<file path="src/rtl/wr_ptr_handler_pkg.sv">
// Definitions shared by the async FIFO pointer handlers: default address width
// and the Gray-code conversions used on both the write and read sides.
package wr_ptr_handler_pkg;

  localparam int ADDR_WIDTH_DEF = 4;

  // Operands are zero-extended to 32 bits; callers keep only the low bits.
  function automatic logic [31:0] bin2gray(input logic [31:0] b);
    return b ^ (b >> 1);
  endfunction

  // Prefix XOR from the MSB down.
  function automatic logic [31:0] gray2bin(input logic [31:0] g);
    logic [31:0] b;
    b[31] = g[31];
    for (int i = 30; i >= 0; i--) begin
      b[i] = b[i+1] ^ g[i];
    end
    return b;
  endfunction

endpackage

</file>
<file path="src/rtl/wr_ptr_handler_sync.sv">
// Multi-flop synchroniser for a Gray-coded pointer crossing into this clock domain.
module sync_gray_ff #(
  parameter int WIDTH  = 5,
  parameter int STAGES = 2
) (
  input  logic             clk,
  input  logic             rst,
  input  logic [WIDTH-1:0] d,
  output logic [WIDTH-1:0] q
);

  logic [STAGES-1:0][WIDTH-1:0] sync_d;
  logic [STAGES-1:0][WIDTH-1:0] sync_q;

  always_comb begin
    sync_d = {sync_q[STAGES-2:0], d};
  end

  always_ff @(posedge clk) begin
    if (rst) begin
      sync_q <= '0;
    end else begin
      sync_q <= sync_d;
    end
  end

  assign q = sync_q[STAGES-1];

endmodule

</file>
<file path="src/rtl/wr_ptr_handler.sv">
// Write-side pointer handler of an async FIFO: binary/Gray write pointers,
// synchronised read pointer, and pessimistic full/almost_full/fill level.
module wr_ptr_handler
  import wr_ptr_handler_pkg::*;
#(
  parameter int ADDR_WIDTH  = ADDR_WIDTH_DEF,
  parameter int SYNC_STAGES = 2,
  parameter int AFULL_TH    = 2
) (
  input  logic                  wr_clk,
  input  logic                  rst,
  input  logic                  wr_en,
  input  logic [ADDR_WIDTH:0]   rd_ptr_gray_async,
  output logic                  wr_fire,
  output logic [ADDR_WIDTH-1:0] wr_addr,
  output logic [ADDR_WIDTH:0]   wr_ptr_bin,
  output logic [ADDR_WIDTH:0]   wr_ptr_gray,
  output logic                  full,
  output logic                  almost_full,
  output logic [ADDR_WIDTH:0]   wr_count,
  output logic                  overflow
);

  localparam int PW = ADDR_WIDTH + 1;
  localparam logic [ADDR_WIDTH:0] DEPTH     = PW'(1) << ADDR_WIDTH;
  localparam logic [ADDR_WIDTH:0] AFULL_LVL = DEPTH - PW'(AFULL_TH);

  logic [ADDR_WIDTH:0] rd_gray_sync;
  logic [ADDR_WIDTH:0] rd_bin_sync;
  logic [ADDR_WIDTH:0] wr_ptr_bin_d,  wr_ptr_bin_q;
  logic [ADDR_WIDTH:0] wr_ptr_gray_d, wr_ptr_gray_q;
  logic [ADDR_WIDTH:0] wr_count_d,    wr_count_q;
  logic                full_d,        full_q;
  logic                almost_full_d, almost_full_q;
  logic                overflow_d,    overflow_q;
  logic                fire;
  logic [31:0]         gray_tmp;
  logic [31:0]         bin_tmp;
  logic                unused_hi;

  sync_gray_ff #(
    .WIDTH  (PW),
    .STAGES (SYNC_STAGES)
  ) u_rd_sync (
    .clk (wr_clk),
    .rst (rst),
    .d   (rd_ptr_gray_async),
    .q   (rd_gray_sync)
  );

  always_comb begin
    fire          = wr_en & ~full_q;
    wr_ptr_bin_d  = wr_ptr_bin_q + PW'(fire);
    gray_tmp      = bin2gray(32'(wr_ptr_bin_d));
    wr_ptr_gray_d = gray_tmp[ADDR_WIDTH:0];
    bin_tmp       = gray2bin(32'(rd_gray_sync));
    rd_bin_sync   = bin_tmp[ADDR_WIDTH:0];
    // Full when next write pointer is one lap ahead of the synchronised read pointer.
    full_d        = (wr_ptr_gray_d ==
                     {~rd_gray_sync[ADDR_WIDTH:ADDR_WIDTH-1], rd_gray_sync[ADDR_WIDTH-2:0]});
    wr_count_d    = wr_ptr_bin_d - rd_bin_sync;
    almost_full_d = (wr_count_d >= AFULL_LVL);
    overflow_d    = overflow_q | (wr_en & full_q);
  end

  assign unused_hi = ^{gray_tmp[31:PW], bin_tmp[31:PW]};

  always_ff @(posedge wr_clk) begin
    if (rst) begin
      wr_ptr_bin_q  <= '0;
      wr_ptr_gray_q <= '0;
      wr_count_q    <= '0;
      full_q        <= 1'b0;
      almost_full_q <= 1'b0;
      overflow_q    <= 1'b0;
    end else begin
      wr_ptr_bin_q  <= wr_ptr_bin_d;
      wr_ptr_gray_q <= wr_ptr_gray_d;
      wr_count_q    <= wr_count_d;
      full_q        <= full_d;
      almost_full_q <= almost_full_d;
      overflow_q    <= overflow_d;
    end
  end

  assign wr_fire     = fire;
  assign wr_addr     = wr_ptr_bin_q[ADDR_WIDTH-1:0];
  assign wr_ptr_bin  = wr_ptr_bin_q;
  assign wr_ptr_gray = wr_ptr_gray_q;
  assign full        = full_q;
  assign almost_full = almost_full_q;
  assign wr_count    = wr_count_q;
  assign overflow    = overflow_q;

endmodule
</file>
<file path="config.mk">
export PLATFORM = sky130hd
export DESIGN_NAME = wr_ptr_handler
export DESIGN_NICKNAME = d
export VERILOG_FILES = /design/src/rtl/wr_ptr_handler_pkg.sv /design/src/rtl/wr_ptr_handler_sync.sv /design/src/rtl/wr_ptr_handler.sv
export SDC_FILE = /design/constraint.sdc
export NUM_CORES = 1
export LEC_CHECK = 0
export ABC_AREA = 1
export BUFFER_PORTS_ARGS = -buffer_cell sky130_fd_sc_hd__buf_2
export CAP_MARGIN = 20
export CORE_MARGIN = 5
export CORE_UTILIZATION = 54
export CTS_BUF_LIST = sky130_fd_sc_hd__clkbuf_8
export DETAILED_ROUTE_END_ITERATION = 6
export PLACE_DENSITY_LB_ADDON = 0.08
export SETUP_SLACK_MARGIN = 0.02
export SLEW_MARGIN = 40
export SYNTH_ARGS = -nofsm -noshare
export SYNTH_HDL_FRONTEND = slang
export SYNTH_SLANG_ARGS = --single-unit
</file>
<file path="constraint.sdc">
create_clock -name wr_clk -period 2.7 [get_ports wr_clk]
set_clock_uncertainty 0.2 [all_clocks]
set_input_delay 0.54 -clock wr_clk [delete_from_list [all_inputs] [get_ports wr_clk]]
set_output_delay 0.54 -clock wr_clk [all_outputs]
set_load 0.02 [all_outputs]
</file>
======== Yosys cells after proc, flatten, opt, wreduce, memory -nomap -nowiden ========
Index checks and enable logic that the tools add are counted.
storage, ports and cells
  register bits after elaboration ......... 28
  bits of input ports ..................... 8
  output and inout port bits .............. 23
  logic and storage cells ................. 22
cells by class
  $add $sub $neg .......................... 2
  magnitude comparators ................... 1
  equality and inequality tests ........... 1
  bitwise gates (word level) .............. 10
operators by type and width
  kind                number
  $add 5x1->5         1
  $eq 5x5->1          1
  $ge 5x4->1 const B  1
  $sub 5x5->5         1
  $xor 5x4->5         1
  $xor 1x1->1         4
  $and 1x1->1         2
  $not 2->2           1
  $not 1->1           1
  $or 1x1->1          1

======== Longest topological paths before layout ========
Gate-level depths: netlist (run 1).
  word-level depth ........................ 6
  mapped depth ............................ 15
  mapped depth without buffers ............ 15

======== Hierarchy ========
A second synthesis (run 1) with hierarchy kept.
second synthesis, totals
  cells, all modules ...................... 179
  area total of the unflattened synthesis .. 1325.0 µm²
modules (own cells, without submodules)
  module          times used  cells each  area an instance (µm²)  sequential area each (µm²)
  wr_ptr_handler  1           148         1038.5                  340.3
  sync_gray_ff    1           31          286.5                   200.2

======== Least setup slack after synthesis (run 1) ========
OpenSTA, ideal clock, no wires.
  path type ............................... input -> register
  from .................................... in wr_en
  to ...................................... reg almost_full_q (netlist: almost_full)
  setup time .............................. 0.115 ns
  data arrival time ....................... 2.364 ns
  required time ........................... 2.385 ns
  setup slack ............................. 0.022 ns
  stages on the path ...................... 13
  buffers on the path ..................... 0
  cells stage by stage .................... inv_1 > nor2_1 > ha_1 > inv_1 > nand2_1 > nand2_4 > fa_1 > o21bai_1 > a21oi_1 > inv_1 > nand2_1 > nand3_1 > nand2_1
on the way
  word-level cells in the longest chain between the ends .. 4
RTL lines
  element                 RTL line              RTL
  start: declaration      wr_ptr_handler.sv:12  input logic wr_en,
  $and 1x1->1             wr_ptr_handler.sv:52  fire = wr_en & ~full_q;
  net wr_fire             wr_ptr_handler.sv:14  output logic wr_fire,
  $add 5x1->5             wr_ptr_handler.sv:53  wr_ptr_bin_d = wr_ptr_bin_q + PW'(fire);
  $sub 5x5->5             wr_ptr_handler.sv:61  wr_count_d = wr_ptr_bin_d - rd_bin_sync;
  $ge 5x4->1              wr_ptr_handler.sv:62  almost_full_d = (wr_count_d >= AFULL_LVL);
  end signal: assignment  wr_ptr_handler.sv:81  almost_full_q <= almost_full_d;
  end: declaration        wr_ptr_handler.sv:34  logic almost_full_d, almost_full_q;
The timed path passes the listed nets, and every way through them passes these cells.
A chain may end at the register's enable or synchronous reset.

======== Worst setup path after layout (run 1) ========
  from .................................... reg u_rd_sync.sync_q (netlist bit u_rd_sync.q[4])
  to ...................................... reg almost_full_q (netlist: almost_full)
on the way
  word-level cells in the longest chain between the ends .. 6
RTL lines
  element                   RTL line                   RTL
  start: declaration        wr_ptr_handler_sync.sv:13  logic [STAGES-1:0][WIDTH-1:0] sync_q;
  start signal: assignment  wr_ptr_handler_sync.sv:23  sync_q <= sync_d;
  $xor 1x1->1 (4 in a row)  wr_ptr_handler_pkg.sv:17   b[i] = b[i+1] ^ g[i];
  $sub 5x5->5 (*)           wr_ptr_handler.sv:61
  $ge 5x4->1 (*)            wr_ptr_handler.sv:62
Every way passes the cells marked *; elsewhere a longest branch is shown, timed or not.

==> out/qor.tcl, run 1 <==
set qor(run_status) {completed}
set qor(fmax_mhz) 400
set qor(synth.cells.most_frequent) {nand2_1, inv_1, dfxtp_1}
set qor(max-vdd-ir-drop_mv) 0.403
set qor(synth-warning-count) 0
set qor(tritoncts.num_buffers) 3
set qor(drc_errors) 0
set qor(globalRouteOverflowTotal) 0
set qor(timing.critical_path.from) {u_rd_sync.q[4]}
set qor(timing.setup.tns_ns) 0
set qor(power.leakage_nw) 0.803
set qor(tritoncts_num_sinks) 27
set qor(fraction_of_post_synthesis_cell_area_in_the_top_cell_type_by_area_pct) 41.8
set qor(synth_edf_count) 0
set qor(synth_sequential_area_ratio_pct) 41.8
set qor(gr-usage-all-layers_pct) 15.6
set qor(clk-insertion-delay-late_ns) 0.27
set qor(via_count) 1146
set qor(slew_viol_final) 0
set qor(drt-total-wl_um) 2490
set qor(wire_length_of_the_first_global_routing_pass_um) 4190
set qor(fp.dieW_um) 58.9
set qor(grt_pass1_vias) 1032
set qor(ys_seq_elements) 27
set qor(unique_cell_type_count_in_the_yosys_netlist) 23
set qor(worst-r2r-cell-count) 15
set qor(core_region_area_sq_um) 2250
set qor(final.min_clock_period_ns) 2.50
set qor(synth_area_sq_um) 1290
set qor(worstPathRequired_ns) 2.67
set qor(wire_per_inst_um) 10.7
set qor(worst_hold_slack_ns) 0.207
set qor(number_of_nets_in_the_finished_design) 221
set qor(tritoncts_clock_tree) {done}
set qor(totalPowerFinal_mw) 0.865
set qor(routed_via_density) 4.92
set qor(synth_top_flop_cell) {dfxtp_1}
set qor(total_setup_violations_reported_at_the_end_of_the_flow) 0
set qor(netlist_instances) 176
set qor(count_leader_synth) {nand2_1}
set qor(grt_start_max_net_pins) 25
set qor(place_congestion) 0.877
set qor(cts_root_buffer) {clkbuf_8}
set qor(timing.critical_path.from_type) {register}
set qor(drv.max_cap_violation_count) 0
set qor(yosysTopAreaCell) {dfxtp_1}
set qor(power_switching_share_pct) 29.9
set qor(num_antenna_cells) 0
set qor(row_count) 17
set qor(avgSynthCellArea_sq_um) 7.35
set qor(syn_to_final_growth_pct) 16.1
set qor(synth_fp_nets) 191
set qor(cts-htree-levels) 1
set qor(power.sequential.fraction_pct) 51.2
set qor(clk_pin_slew_worst_paths_ns) 0.09
set qor(antenna_violating_nets_post_route) 0
set qor(holdCritStartpoint) {u_rd_sync.sync_d[9]}
set qor(half_perimeter_wire_length_after_placement_um) 1920
set qor(dr.first_iter.drc_count) 53
set qor(unrepaired_setup_endpoints_after_global_routing) {false}
set qor(clock_path_buffers) 2
set qor(crit_path_max_fanout) 3
set qor(synth_top_cells_by_area) {dfxtp_1, nand2_1, inv_1}
set qor(headroom_to_the_max_slew_limit_pct) 72.4
set qor(hp-class) {reg -> reg}
set qor(final_min_period_over_clock_period_pct) 92.6
set qor(hold_violations) 0
set qor(cellPowerDensity_nw_per_um2) 576
set qor(portBuffers) 30
set qor(fp.dieH_um) 58.9
set qor(criticalPathCategory) {reg -> reg}
set qor(post_route_cells_drive_above_1_share_pct) 23.9
set qor(p_comb_share_pct) 23.5
set qor(p_clk_share_pct) 25.3
set qor(count_of_cells_along_the_worst_hold_path) 2
set qor(die_area_sq_um) 3470
set qor(critPathArrivalTime_ns) 2.47
set qor(drt_pre_antenna_iters) 4
set qor(initial_utilization_pct) 57.4
set qor(cellInternalPower_mw) 0.606
set qor(antenna_found_initial) 0
set qor(crit-reg2reg-launch) {u_rd_sync.q[4]}
set qor(worst_setup_path_end_kind) {register}
set qor(post_cts_setup_driven_buffer_insertion_count) 0
set qor(io-pin-count) 31
set qor(worst_pin_slew_ns) 0.414
set qor(synthArstFlopShare_pct) 0
set qor(netSwitchingPower_mw) 0.259
placed cells by master (no fill, tap or decap):
cell	instances
nand2_4	1
xnor2_2	1
or2_1	1
o21bai_1	1
nand2_2	9
nor2_1	23
o21ai_2	1
buf_4	2
buf_2	30
nand2_1	32
fa_1	1
ha_1	6
dfxtp_1	27
clkbuf_8	3
nand3b_1	2
o21ai_0	1
nand4_1	1
xor2_1	2
inv_2	2
inv_1	29
nand3_1	21
a21oi_1	7
o21ai_1	1
and2_1	1
per-stage QoR:
stage | cell area [sq um] | utilization, % | instances | worst slack [ns]
after floorplan | 1290 | - | 176 | 0.0215
after global placement | 1450 | 64.3 | 229 | 0.114
after detailed placement | 1450 | 64.3 | 229 | 0.0297
after CTS | 1490 | 66.3 | 233 | 0.169
after global routing | 1500 | 66.6 | 233 | 0.0601
final | 1500 | 66.6 | 233 | 0.199
flip-flops by register name, summed over array words and instances, names as in the netlist:
name              cells
almost_full           1
full                  1
overflow              1
u_rd_sync.q           5
u_rd_sync.sync_d      5
wr_count              5
wr_ptr_bin            5
wr_ptr_gray           4
critical path: stages (launching register included):
cell	delay, ns
dfxtp_1	0.42
xnor2_2	0.15
or2_1	0.18
nand2_2	0.09
nand2_1	0.08
nand3_1	0.08
nand2_1	0.07
inv_1	0.04
ha_1	0.20
fa_1	0.41
o21bai_1	0.16
a21oi_1	0.10
inv_1	0.06
nand2_1	0.05
nand3_1	0.07
nand2_1	0.05
cell type report:
cell class | instances | area, sq um
clock buffers | 3 | 41.3
clock inverters | 1 | 3.75
fillers | 203 | 753
inverters | 30 | 113
multi-input cells | 112 | 603
flip-flops and latches | 27 | 541
well taps | 28 | 35.0
repair buffers | 32 | 165
worst paths after layout:
kind	slack, ns	end
min reg2reg	0.21	u_rd_sync.q[4]
max	0.20	almost_full
max reg2reg	0.20	almost_full
min	0.21	u_rd_sync.q[4]
cell families after synthesis:
logic type,Yosys count,share of synthesized area [%]
AOI/OAI and AO/OA,11,4.74
DFF,27,41.8
buffers and inverters,37,12.2
xor gates and xnor gates,3,2.03
adders and majority gates,7,7.35
and+or+nand+nor,91,31.9
per-layer routing:
metal,track usage [%],vias up,wire length (um)
li1,-,595,-
met1,17.8,512,1080
met2,27.1,33,1200
met3,3.51,6,162
met4,7.44,0,44
met5,0,-,0
timing repair:
item / in CTS / in global routing
setup endpoints to repair: 0 / 1
hold buffers: 0 / 0
resized for setup: 0 / 1
power groups by stage:
stage                     Sequential [mW]  Clock (mW)  Combinational [mW]
after global routing                0.448       0.249               0.229
after CTS                           0.443       0.224               0.204
after detailed placement            0.452           0               0.202
after floorplan                     0.484           0               0.116
after global placement              0.451           0               0.201
final                               0.443       0.219               0.203
No activity file was read; power rests on OpenSTA's default activity.
==> inputs of run 2 (changes only) <==
--- a/config.mk
+++ b/config.mk
@@ -8,6 +8,7 @@
 export ABC_AREA = 1
 export BUFFER_PORTS_ARGS = -buffer_cell sky130_fd_sc_hd__buf_2
 export CAP_MARGIN = 20
+export CORE_ASPECT_RATIO = 1.1
 export CORE_MARGIN = 5
 export CORE_UTILIZATION = 54
 export CTS_BUF_LIST = sky130_fd_sc_hd__clkbuf_8
==> out/qor.tcl, run 2 (synthesis results as in run 1) <==
set qor(total_setup_violations_reported_at_the_end_of_the_flow) 0 ;# unchanged
set qor(cellPowerDensity_nw_per_um2) 577 ;# about the same
set qor(grt_start_max_net_pins) 25 ;# unchanged
set qor(final_min_period_over_clock_period_pct) 92.8 ;# +0.17 points
set qor(cts_resized) 0 ;# unchanged
set qor(wire_length_of_the_first_global_routing_pass_um) 4360 ;# +4.1%
set qor(tritoncts_clock_tree) {done}
set qor(antenna_found_initial) 0 ;# unchanged
set qor(worstPathRequired_ns) 2.67 ;# about the same
set qor(row_count) 18 ;# +1
set qor(worst_pin_slew_ns) 0.416 ;# +0.00181 ns
set qor(placed_cells) 231 ;# +0.87%
set qor(gr-usage-all-layers_pct) 16.3 ;# +0.76 points
set qor(clk-insertion-delay-late_ns) 0.27 ;# about the same
set qor(run_status) {completed}
set qor(criticalPathCategory) {reg -> reg}
set qor(clock_path_buffers) 2 ;# unchanged
set qor(post_route_cells_drive_above_1_share_pct) 23.9 ;# unchanged
set qor(max-vdd-ir-drop_mv) 0.447 ;# +11%
set qor(final.min_clock_period_ns) 2.51 ;# +0.00455 ns
set qor(drt-total-wl_um) 2650 ;# +6.2%
set qor(tritoncts.num_buffers) 3 ;# unchanged
set qor(io-pin-count) 31 ;# unchanged
set qor(final_cell_count_no_fill) 235 ;# +0.86%
set qor(fp.dieW_um) 56.7 ;# -3.9%
set qor(leading_cell_types_in_the_layout_fill_and_taps_excluded) {nand2_1, buf_2, inv_1, dfxtp_1, nor2_1}
set qor(worst_hold_slack_ns) 0.203 ;# -0.00357 ns
set qor(headroom_to_the_max_slew_limit_pct) 72.3 ;# -0.12 points
set qor(place_congestion) 0.826 ;# -5.8%
set qor(hold_buffers) 0 ;# unchanged
set qor(routed_via_density) 4.90 ;# -0.42%
set qor(globalRouteOverflowTotal) 0 ;# unchanged
set qor(half_perimeter_wire_length_after_placement_um) 2040 ;# +6.3%
set qor(via_count) 1151 ;# +0.44%
set qor(timing.critical_path.from_type) {register}
set qor(worst_setup_path_end_kind) {register}
set qor(clk_pin_slew_worst_paths_ns) 0.08 ;# about the same
set qor(syn_to_final_growth_pct) 16.2
set qor(portBuffers) 30 ;# unchanged
set qor(initial_utilization_pct) 56.9 ;# -0.51 points
set qor(post_cts_setup_driven_buffer_insertion_count) 0 ;# unchanged
set qor(drt_pre_antenna_iters) 6 ;# +2
set qor(wire_per_inst_um) 11.3 ;# +5.3%
set qor(crit_path_max_fanout) 3 ;# unchanged
set qor(fmax_mhz) 399 ;# -0.18%
set qor(core_region_area_sq_um) 2270 ;# +0.89%
set qor(slew_viol_final) 0 ;# unchanged
set qor(unrepaired_setup_endpoints_after_global_routing) {false}
set qor(power.leakage_nw) 0.803 ;# unchanged
set qor(hold_violations) 0 ;# unchanged
set qor(die_area_sq_um) 3480 ;# about the same
set qor(drv.max_cap_violation_count) 0 ;# unchanged
set qor(drc_errors) 0 ;# unchanged
set qor(tritoncts_num_sinks) 27 ;# unchanged
set qor(grt_pass1_vias) 1082 ;# +4.8%
set qor(cts-htree-levels) 1 ;# unchanged
set qor(num_antenna_cells) 0 ;# unchanged
set qor(layout.cells.most_common) {nand2_1}
set qor(antenna_violating_nets_post_route) 0 ;# unchanged
set qor(cts_root_buffer) {clkbuf_8}
set qor(dr.first_iter.drc_count) 17 ;# -68%
set qor(critPathArrivalTime_ns) 2.47 ;# about the same
set qor(fp.dieH_um) 61.3 ;# +4.1%
set qor(timing.reg2reg.setup_slack_ns) 0.19 ;# about the same
set qor(number_of_nets_in_the_finished_design) 221 ;# unchanged
set qor(hp-class) {reg -> reg}
## run 2: layout make-up
cell class | instances | area, sq um
fillers | 228 | 771
flip-flops and latches | 27 | 541
multi-input cells | 112 | 603
clock buffers | 3 | 41.3
clock inverters | 1 | 3.75
well taps | 30 | 37.5
inverters | 30 | 113
repair buffers | 32 | 165
## run 2: metal layers
layer,track usage [%],wire (um),vias up
li1,-,-,595
met1,16.4,1070,509
met2,32.8,1350,42
met3,3.35,188,5
met4,7.12,44,0
met5,0,0,-
## run 2: stage by stage
step | power (mW) | instance area (sq um) | utilization, % | TNS, ns | setup slack (ns)
floorplan | 0.601 | 1290 | - | 0 | 0.0215
global placement | 0.652 | 1450 | 63.8 | 0 | 0.107
detailed placement | 0.657 | 1450 | 63.8 | -0.00872 | -0.00729
CTS | 0.876 | 1500 | 65.8 | 0 | 0.172
global route | 0.924 | 1500 | 66.1 | 0 | 0.0405
finish | 0.867 | 1500 | 66.1 | 0 | 0.195
## run 2: worst max-delay path, cell delays in order (launching register included)
cell      delay [ns]
dfxtp_1         0.43
xnor2_2         0.16
or2_1           0.18
nand2_2         0.08
nand2_1         0.07
nand3_1         0.08
nand2_1         0.07
inv_1           0.04
ha_1            0.20
fa_1            0.41
o21bai_1        0.16
a21oi_1         0.09
inv_1           0.05
nand2_1         0.05
nand3_1         0.08
nand2_1         0.05
## run 2: worst paths after layout
kind / start / end / cells after the start
worst min register to register: u_rd_sync.sync_d[8] / u_rd_sync.q[3] / 2
worst max register to register: u_rd_sync.q[4] / almost_full / 15
worst max-delay path: u_rd_sync.q[4] / almost_full / 15
worst min-delay path: u_rd_sync.sync_d[8] / u_rd_sync.q[3] / 2
## run 2: power by group
| part | switching (mW) | internal [mW] | leakage [nW] | total [mW] |
|---|---|---|---|---|
| registers | 0.0127 | 0.430 | 0.222 | 0.443 |
| logic | 0.131 | 0.0753 | 0.553 | 0.206 |
| clock network | 0.117 | 0.102 | 0.0269 | 0.218 |
